[config.mk]
export PLATFORM = sky130hd
export DESIGN_NAME = atm_f7_port_ctrl
export DESIGN_NICKNAME = d
export VERILOG_FILES = /design/src/rtl/atm_f7_port_ctrl.sv
export SDC_FILE = /design/constraint.sdc
export NUM_CORES = 1
export LEC_CHECK = 0
export ABC_AREA = 1
export CAP_MARGIN = 25
export CORE_AREA = 2 2 111 80
export DETAILED_ROUTE_END_ITERATION = 8
export DIE_AREA = 0 0 113 82
export PLACE_DENSITY = 0.92
export SLEW_MARGIN = 20
export SYNTH_ARGS = -nofsm -noshare
export SYNTH_HDL_FRONTEND = slang
export SYNTH_SLANG_ARGS = --single-unit
[constraint.sdc]
create_clock -name fclk -period 1.9 [get_ports fclk]
set_input_delay 0.285 -clock fclk [delete_from_list [all_inputs] [get_ports fclk]]
set_output_delay 0.285 -clock fclk [all_outputs]
set_load 0.02 [all_outputs]
[src/rtl/atm_f7_port_ctrl.sv]
// rtl/atm_f7_port_ctrl.sv - Z80 initiator for the ATM xxF7 paging ports with shadow readback
module atm_f7_port_ctrl (
   input  logic        rst_n,
   input  logic        fclk,
   input  logic        zpos,
   input  logic        zneg,
   input  logic [15:0] za,
   input  logic [7:0]  zd,
   input  logic        iorq_n,
   input  logic        rd_n,
   input  logic        wr_n,
   input  logic        m1_n,
   input  logic        pent1m_ROM,
   input  logic        shadow_en,
   output logic        atmF7_wr,
   output logic [15:0] f7_addr,
   output logic [7:0]  f7_data,
   output logic [7:0]  rd_data,
   output logic        rd_ena
);
   typedef enum logic [1:0] {IDLE = 2'd0, STROBE = 2'd1, HOLD = 2'd2} state_t;

   state_t      state_q, state_d;
   logic        wq_s_q, wq_s_d;
   logic        map_q, map_d;
   logic        atmf7_wr_q, atmf7_wr_d;
   logic [15:0] f7_addr_q, f7_addr_d;
   logic [7:0]  f7_data_q, f7_data_d;
   logic        rd_ena_q, rd_ena_d;
   logic [7:0]  rd_data_q, rd_data_d;
   logic [7:0]  shadow_q [8];
   logic [7:0]  shadow_d [8];
   logic        hit, wq, rq;
   logic        zneg_unused;

   assign zneg_unused = zneg;

   // Reset bytes reproduce the pager reset state when written back through xFF7
   function automatic logic [7:0] shadow_init(input logic [2:0] idx);
      case (idx)
         3'd0:       shadow_init = 8'h81;
         3'd1:       shadow_init = 8'h83;
         3'd2, 3'd3: shadow_init = 8'h7A;
         3'd4, 3'd5: shadow_init = 8'h7D;
         default:    shadow_init = 8'hFF;
      endcase
   endfunction

   assign hit = (za[7:0] == 8'hF7) && (za[13:12] == 2'b11) && (za[10:8] == 3'b111);
   assign wq  = hit && !iorq_n && !wr_n && m1_n;
   assign rq  = hit && !iorq_n && !rd_n && m1_n && shadow_en;

   always_comb begin
      wq_s_d    = zpos ? wq : wq_s_q;
      state_d   = state_q;
      f7_addr_d = f7_addr_q;
      f7_data_d = f7_data_q;
      map_d     = map_q;
      shadow_d  = shadow_q;
      case (state_q)
         IDLE: begin
            if (wq_s_q) begin
               state_d   = STROBE;
               f7_addr_d = za;
               f7_data_d = zd;
               map_d     = pent1m_ROM;
            end
         end
         STROBE: begin
            state_d = HOLD;
            shadow_d[{f7_addr_q[15:14], map_q}] = f7_data_q;
         end
         HOLD: begin
            // Stay here until the sampled write drops so a stretched cycle strobes once
            if (!wq_s_q) state_d = IDLE;
         end
         default: state_d = IDLE;
      endcase
      atmf7_wr_d = (state_q == STROBE);
      rd_ena_d   = rq;
      rd_data_d  = shadow_q[{za[15:14], pent1m_ROM}];
   end

   always_ff @(posedge fclk or negedge rst_n) begin
      if (!rst_n) begin
         state_q    <= IDLE;
         wq_s_q     <= 1'b0;
         map_q      <= 1'b0;
         atmf7_wr_q <= 1'b0;
         f7_addr_q  <= 16'h0000;
         f7_data_q  <= 8'h00;
         rd_ena_q   <= 1'b0;
         rd_data_q  <= 8'h00;
         for (int i = 0; i < 8; i++) shadow_q[i] <= shadow_init(i[2:0]);
      end else begin
         state_q    <= state_d;
         wq_s_q     <= wq_s_d;
         map_q      <= map_d;
         atmf7_wr_q <= atmf7_wr_d;
         f7_addr_q  <= f7_addr_d;
         f7_data_q  <= f7_data_d;
         rd_ena_q   <= rd_ena_d;
         rd_data_q  <= rd_data_d;
         shadow_q   <= shadow_d;
      end
   end

   assign atmF7_wr = atmf7_wr_q;
   assign f7_addr  = f7_addr_q;
   assign f7_data  = f7_data_q;
   assign rd_ena   = rd_ena_q;
   assign rd_data  = rd_data_q;
endmodule

After elaboration in Yosys (flattened, before gate mapping) --
Cells that the tools add are included.
Cells by class: add/sub/neg operators 0, $mul 0, divide/modulo/power cells 0, magnitude comparators 3, equal/unequal tests 7, shifts and indexed selects 0, muxes and demuxes 9, bitwise gates (word level) 2, reduce and logical (&&, ||, !) cells 15
Operator list (number):
- $bwmux W64 | 1
- $bmux W8 S3 | 1
- $demux W8 S3 | 1
- $mux W8 | 3
- $logic_and A1 B1 Y1 | 9
- $eq A8 B8 Y1 const B | 1
- $ge A4 B4 Y1 const B | 2
- $not A3 Y4 | 2
- $pmux W2 S3 | 1
- $eq A2 B2 Y1 const B | 2
- $lt A4 B1 Y1 const B | 1
- $mux W2 | 2
- $ne A2 B2 Y1 const B | 2
- $reduce_and A2 Y1 | 2
- $eq A3 B3 Y1 const B | 1
- $logic_not A1 Y1 | 3
- $eq A2 B1 Y1 const B | 1
- $logic_not A2 Y1 | 1
Word-level totals: flip-flop bits (word level) 102, latch bits 0, memory bits (writable) 0, bits in read-only memories 0, input bits 34, output and inout port bits 34, word-level logic and storage cells 52, memories kept 0

Depth between registers and ports, before layout --
Gate-level depths: netlist of run 1.
word-level depth 7, gate-level depth with buffers 9, mapped depth without buffers 7

Worst setup path after synthesis of run 1 --
No wires, ideal clock.
path kind reg-to-reg, start register f7_addr_q[14] (netlist: f7_addr[14]), end register shadow_q[32] in the netlist's numbering, library setup time 0.126 ns, arrival 1.140 ns, required time 1.774 ns, path slack 0.634 ns, cell stages (with the launch flop) 7, buffers on the path 1, clock period less this slack 1.266 ns, cell sequence dfrtp_1 -> inv_1 -> nor2_1 -> inv_1 -> nor2_4 -> buf_6 -> o21ai_0
On the way: word-level cells in the longest chain between the ends 6, elaborated cells on any way between the ends 7, those cells by class 2 x order compare; 3 x mux; 1 x bitwise; 1 x reduce/logical
Ends and longest elaborated chain:
- start, declared | line 27 | logic [15:0] f7_addr_q, f7_addr_d;
- start signal, assigned | line 100 | f7_addr_q <= f7_addr_d;
- $not A3 Y4 (not written as such) * | line 71 | shadow_d[{f7_addr_q[15:14], map_q}] = f7_data_q;
- $ge A4 B4 Y1 (not written as such) or $lt A4 B1 Y1 (tied branches) | line 71
- $logic_and A1 B1 Y1 (not written as such) | line 71
- $mux W8 (not written as such) | line 71
- $demux W8 S3 * | line 71
- $bwmux W64 * | line 71
- end signal, assigned | line 104 | shadow_q <= shadow_d;
- end, declared | line 31 | logic [7:0] shadow_q [8];
Every way passes the cells marked *; elsewhere a longest branch is shown, timed or not. A chain may end at the register's enable or synchronous reset.

Worst setup path in the final report of run 1 --
start register f7_data_q[4] (netlist: f7_data[4]), end output port f7_data[4]
RTL lines:
- start, declared | line 28 | logic [7:0] f7_data_q, f7_data_d;
- start signal, assigned | line 101 | f7_data_q <= f7_data_d;
- end, declared | line 17 | output logic [7:0] f7_data,
No word-level cell between the ends.

==> flow_summary_export.csv, run 1 <==
group,metric,value,unit
outcome,outcome,"complete, but fails checks",
outcome,violations,"design-rule violations, negative hold slack",
critical_path,cp_slowest_cell,"clkdlybuf4s50_1",
sta,finalSetupViolCount,0,
die,chipHeight,82,um
critical_path,crit_type,"reg -> out",
cells_and_area,final_common_cell,"nand2_1",
global_route,grt_overflow,0,
sta,max_freq,0.560,GHz
critical_path,critPathRequiredTime,1.62,ns
die,initial_core_util,56.3,%
yosys,yosys_warnings,0,
flow_run,maxCapViolCount,0,
yosys,yosysSeqAreaShare,55.9,%
critical_path,cp.buffers_inverters,1,
critical_path,cp_max_fo,5,
routing,first_iter_violations,550,
place,place_congestion,0.900,
die,rows,28,
routing,wl,11.9,mm
sta,setup_total_negative_slack,0,ns
sta,hold_viol,14,
critical_path,rr_startpoint,"f7_addr[15]",
critical_path,r2r.worst_path.cells,4,
global_route,antenna_found_initial,0,
global_route,grt_max_degree,103,
routing,drtAntennaViolNets,0,
clock_tree,clkTransAtPathRegs,0.07,ns
sta,tightest_slew,0.562,ns
clock_tree,clockBufferDepth,2,
yosys,avgSynthCellArea,8.07,um^2
sta,slew_headroom,62.4,%
clock_tree,clk_latency,0.35,ns
cells_and_area,final_area,5650,um^2
cells_and_area,final_cell_mix,"nand2_1 (251), o21ai_0 (74), inv_1 (71)",
cells_and_area,nets,676,
clock_tree,clock_sink_count,102,
die,die_area,9270,um^2
clock_tree,cts_tree,"yes",
clock_tree,cts_resized,0,
yosys,synthDistinctLibCells,20,
critical_path,ff2ff_setup_slack,0.41,ns
clock_tree,cts_hold_buf,0,
routing,viasPerCell,5.37,
cells_and_area,synthToLayoutAreaGrowth,21.3,%
critical_path,crit_chain,"clkdlybuf4s50_1",
routing,first_pass_iters,7,
die,die_x,113,um
sta,rsz0062_at_grt,"no",
place,dp_hpwl,8.41,mm
yosys,synth-seq-cells,102,
yosys,synth_nets,611,
yosys,syn-cell-area,4660,um^2
yosys,syn_inst,577,
routing,routedWlPerCell,15.8,um
cells_and_area,drive_above_1_share,12.5,%
sta,skew,0.0141,ns
clock_tree,post_cts_buffers,0,
critical_path,critPathArrivalTime,1.50,ns
pwr,cellLeakagePower,2.64,nW
clock_tree,cts-root-buf,"clkbuf_16",
critical_path,startpoint_type,"flop",
place,dpl_cell_area,5390,um^2
cells_and_area,seq_area,2610,um^2
critical_path,reg2reg_to,"shadow_q[10]",
sta,timing.final.crit_share,94.0,%
pwr,powerDensity,731,nW/um^2
worst_hold_path,hold_class,"in -> async",
critical_path,max_stage_delay,0.66,ns
sta,hold_slack,-0.0382,ns
global_route,grt_pass1_wl,19.2,mm
critical_path,end_kind,"output port",
cells_and_area,antenna_cells,0,
pwr,p_total,4.13,mW
sta,period_needed,1.79,ns
clock_tree,h-tree-depth,3,
place,port_buffers,66,
pwr,vdd_drop_max,0.000589,V
sta,slew_violations,0,
cells_and_area,multi_input_area,1610,um^2
clock_tree,cts_inserted_buffers,9,
global_route,grt_use_total,27.2,%
cells_and_area,num-fill-cells,619,
die,io_pins,68,
die,core-area,8270,um^2
global_route,grt_pass1_vias,3998,
critical_path,critical-path-top-delay-family,"buffers and inverters",
routing,vias,4038,
routing,drc,4,
==> power by group <==
group	switching (mW)	internal (mW)	total, mW
logic	0.161	0.120	0.281
clock network	0.768	0.888	1.66
registers	0.00362	2.19	2.19
total	0.933	3.20	4.13
==> worst max-delay path by stage <==
stage | startpoint | end | slack, ns | cells past startpoint
final | f7_data[4] | f7_data[4] | 0.11 | 1
after global routing | f7_data[3] | f7_data[3] | 0.07 | 1
after CTS | f7_data[3] | f7_data[3] | 0.11 | 1
after detailed placement | pent1m_ROM | rd_data[2] | 0.28 | 7
after global placement | pent1m_ROM | rd_data[0] | 0.30 | 7
after floorplan | f7_addr[14] | shadow_q[32] | 0.63 | 6
==> cells by family (layout without fill, tap and decap cells) <==
family                 after synthesis  in the layout  share of synthesized area, %
buffers and inverters               98            168                          9.43
AO/OA/AOI/OAI                       77             77                          8.27
flip-flops                         102            102                          55.9
AND/OR/NAND/NOR                    300            300                          26.3
==> final cells by class <==
class                   instances  area share, %
inverters                      74           4.92
clock inverters                 4          0.443
repair buffers                 78           13.5
multi-input cells             377           28.5
well taps                     105           2.33
flip-flops and latches        102           46.1
clock buffers                  12           4.19
==> state kept, by name, indices dropped and copies added, names as in the netlist <==
signal	count
f7_data	8
atmF7_wr	1
map_q	1
rd_data	8
shadow_q	64
rd_ena	1
f7_addr	16
state_q	2
wq_s_q	1
==> cell usage after synthesis (all sizes together) <==
master | instances | area, um^2
nor3 | 1 | 5.00
buf | 18 | 139
nand2 | 255 | 972
clkinv | 2 | 7.51
nand3 | 28 | 150
nand4 | 1 | 6.26
o21ai | 77 | 385
clkbuf | 6 | 22.5
inv | 72 | 270
nor2 | 15 | 93.8
dfrtp | 59 | 1480
dfstp | 43 | 1130
==> through the flow <==
| stage | hold slack, ns | setup WS (ns) | util [%] | instances |
|---|---|---|---|---|
| after global routing | 0.0211 | 0.0700 | 68.3 | 752 |
| after detailed placement | 0.378 | 0.275 | 65.2 | 736 |
| after CTS | 0.00980 | 0.108 | 68.3 | 752 |
| after global placement | 0.367 | 0.301 | 65.2 | 736 |
| after floorplan | -0.0106 | 0.634 | - | 577 |
| final | -0.0382 | 0.114 | 68.3 | 752 |
==> metal layers <==
layer | global-route usage [%] | wire, um | up-vias
li1 | - | - | 1888
met1 | 34.1 | 4850 | 1942
met2 | 46.8 | 5840 | 184
met3 | 6.27 | 963 | 24
met4 | 10.2 | 255 | 0
met5 | 0 | 0 | -
Note: power is estimated with default switching activity, not from simulation.
==> inputs of run 2 (changes only) <==
--- a/config.mk
+++ b/config.mk
@@ -7,10 +7,11 @@
 export LEC_CHECK = 0
 export ABC_AREA = 1
 export CAP_MARGIN = 25
-export CORE_AREA = 2 2 111 80
+export CORE_AREA = 2 2 108 79
+export CTS_BUF_LIST = sky130_fd_sc_hd__clkbuf_8
 export DETAILED_ROUTE_END_ITERATION = 8
-export DIE_AREA = 0 0 113 82
-export PLACE_DENSITY = 0.92
+export DIE_AREA = 0 0 110 81
+export PLACE_DENSITY = 0.95
 export SLEW_MARGIN = 20
 export SYNTH_ARGS = -nofsm -noshare
 export SYNTH_HDL_FRONTEND = slang
==> run 2 against run 1 <==
  * The run now ends clean
  * Largest power group unchanged
  * Sequential power barely moved
  * Register-to-register slack about the same
  * First-iteration DRC count decreased by 31%
  * Via count rose by 1.9%
  * Clock skew fell by 0.00088 ns
  * Global-route usage is 3.1 points higher
  * Largest cell class unchanged
==> flow_summary_export.csv, run 2 (same netlist as run 1, synthesis figures left out) <==
group,metric,value,unit
global_route,antenna_found_initial,0,
pwr,vdd_drop_max,0.000408,V
clock_tree,cts_inserted_buffers,9,
critical_path,r2r.worst_path.cells,4,
routing,vias,4114,
die,io_pins,68,
place,port_buffers,66,
sta,period_needed,1.83,ns
die,rows,28,
sta,hold_viol,0,
routing,wl_met1,4.88,mm
routing,wl,12.1,mm
cells_and_area,final_util,69.9,%
sta,slew_violations,0,
sta,rsz0062_at_grt,"no",
routing,wl_met3,1.13,mm
global_route,grt_overflow,0,
routing,viasPerCell,5.45,
cells_and_area,top_register,"shadow_q",
sta,hold_slack,0.434,ns
cells_and_area,largest_register_ffs,64,
routing,first_iter_violations,377,
sta,tightest_slew,0.536,ns
sta,setup_total_negative_slack,0,ns
place,dp_hpwl,8.50,mm
pwr,powerDensity,671,nW/um^2
routing,first_pass_iters,7,
sta,skew,0.0132,ns
routing,drtAntennaViolNets,0,
critical_path,crit_chain,"clkdlybuf4s50_1",
global_route,grt_pass1_vias,3985,
cells_and_area,final_cell_mix,"nand2_1 (251), o21ai_0 (74), inv_1 (71)",
cells_and_area,final_common_cell,"nand2_1",
clock_tree,cts-root-buf,"clkbuf_8",
sta,max_freq,0.545,GHz
routing,routedWlPerCell,16.1,um
sta,slew_headroom,64.2,%
global_route,grt_use_total,30.3,%
die,chipHeight,81,um
clock_tree,clkTransAtPathRegs,0.09,ns
clock_tree,cts_resized,0,
critical_path,cp_max_fo,5,
clock_tree,post_cts_buffers,0,
die,initial_core_util,58.1,%
die,die_x,110,um
clock_tree,clock_sink_count,102,
cells_and_area,nets,679,
critical_path,critical-path-top-delay-family,"buffers and inverters",
pwr,cellLeakagePower,2.61,nW
die,die_area,8910,um^2
cells_and_area,drive_above_1_share,13.1,%
critical_path,rr_startpoint,"f7_addr[15]",
critical_path,startpoint_type,"flop",
critical_path,max_stage_delay,0.67,ns
global_route,grt_max_degree,47,
flow_run,maxCapViolCount,0,
critical_path,crit_type,"reg -> out",
sta,timing.final.crit_share,96.5,%
place,place_congestion,0.895,
routing,drc,0,
clock_tree,clk_latency,0.38,ns
critical_path,cp.buffers_inverters,1,
critical_path,ff2ff_setup_slack,0.41,ns
cells_and_area,synthToLayoutAreaGrowth,20.4,%
die,core-area,8020,um^2
worst_hold_path,hold_class,"in -> async",
critical_path,end_kind,"output port",
critical_path,critPathArrivalTime,1.55,ns
critical_path,critPathRequiredTime,1.62,ns
critical_path,reg2reg_to,"shadow_q[15]",
clock_tree,clockBufferDepth,2,
clock_tree,h-tree-depth,3,
clock_tree,cts_tree,"yes",
global_route,grt_pass1_wl,20.0,mm
sta,finalSetupViolCount,0,
cells_and_area,antenna_cells,0,
routing,wl_met2,5.81,mm
outcome,outcome,"completed",
routing,top_layer,"met4",
critical_path,cp_slowest_cell,"clkdlybuf4s50_1",
run 2: changes by cell type in the layout (fill, tap and decap cells not counted), moves of 2 or more:
cell	change
clkbuf_1	-3
clkbuf_16	-9
clkbuf_8	+10
clkinv_2	-2
clkinvlp_4	+2
inv_6	+2
run 2: worst max-delay path by stage:
stage / start / to / slack [ns] / cells after the start
3_3_place_gp: za[14] / rd_data[7] / 0.28 / 7
4_1_cts: f7_data[0] / f7_data[0] / 0.06 / 1
5_1_grt: f7_data[0] / f7_data[0] / 0.00005 / 1
2_1_floorplan: f7_addr[14] / shadow_q[32] / 0.63 / 6
3_5_place_dp: za[14] / rd_data[7] / 0.25 / 7
6_report: f7_data[0] / f7_data[0] / 0.07 / 1
run 2: where the power goes:
group / internal, mW / switching, mW
logic: 0.125 / 0.166
clock network: 0.519 / 0.764
registers: 2.19 / 0.00340
total: 2.83 / 0.933
run 2: area by class of cell:
cell class	instances	area, um^2
Inverter	74	278
Timing Repair Buffer	81	798
Fill cell	573	2410
Multi-Input combinational cell	377	1610
Clock inverter	6	45.0
Tap cell	105	131
Clock buffer	10	138
Sequential cell	102	2610
run 2: metal layers:
| metal | global-route usage, % | up-vias |
|---|---|---|
| li1 | - | 1890 |
| met1 | 40.4 | 1948 |
| met2 | 48.3 | 238 |
| met3 | 6.66 | 38 |
| met4 | 12.5 | 0 |
| met5 | 0 | - |
run 2: metrics by stage:
step,area (um^2),worst slack [ns],power (mW),std cells
6_report,5610,0.0659,3.76,755
5_1_grt,5610,0.0000523,3.89,755
4_1_cts,5610,0.0607,3.77,755
3_5_place_dp,5420,0.247,2.51,738
3_3_place_gp,5420,0.285,2.51,738
2_1_floorplan,4660,0.634,2.33,577
run 2: timing repair:
item | 4_1_cts | 5_1_grt
hold endpoints to repair | 32 | 0
setup endpoints to repair | 0 | 0
hold buffers | 1 | 0
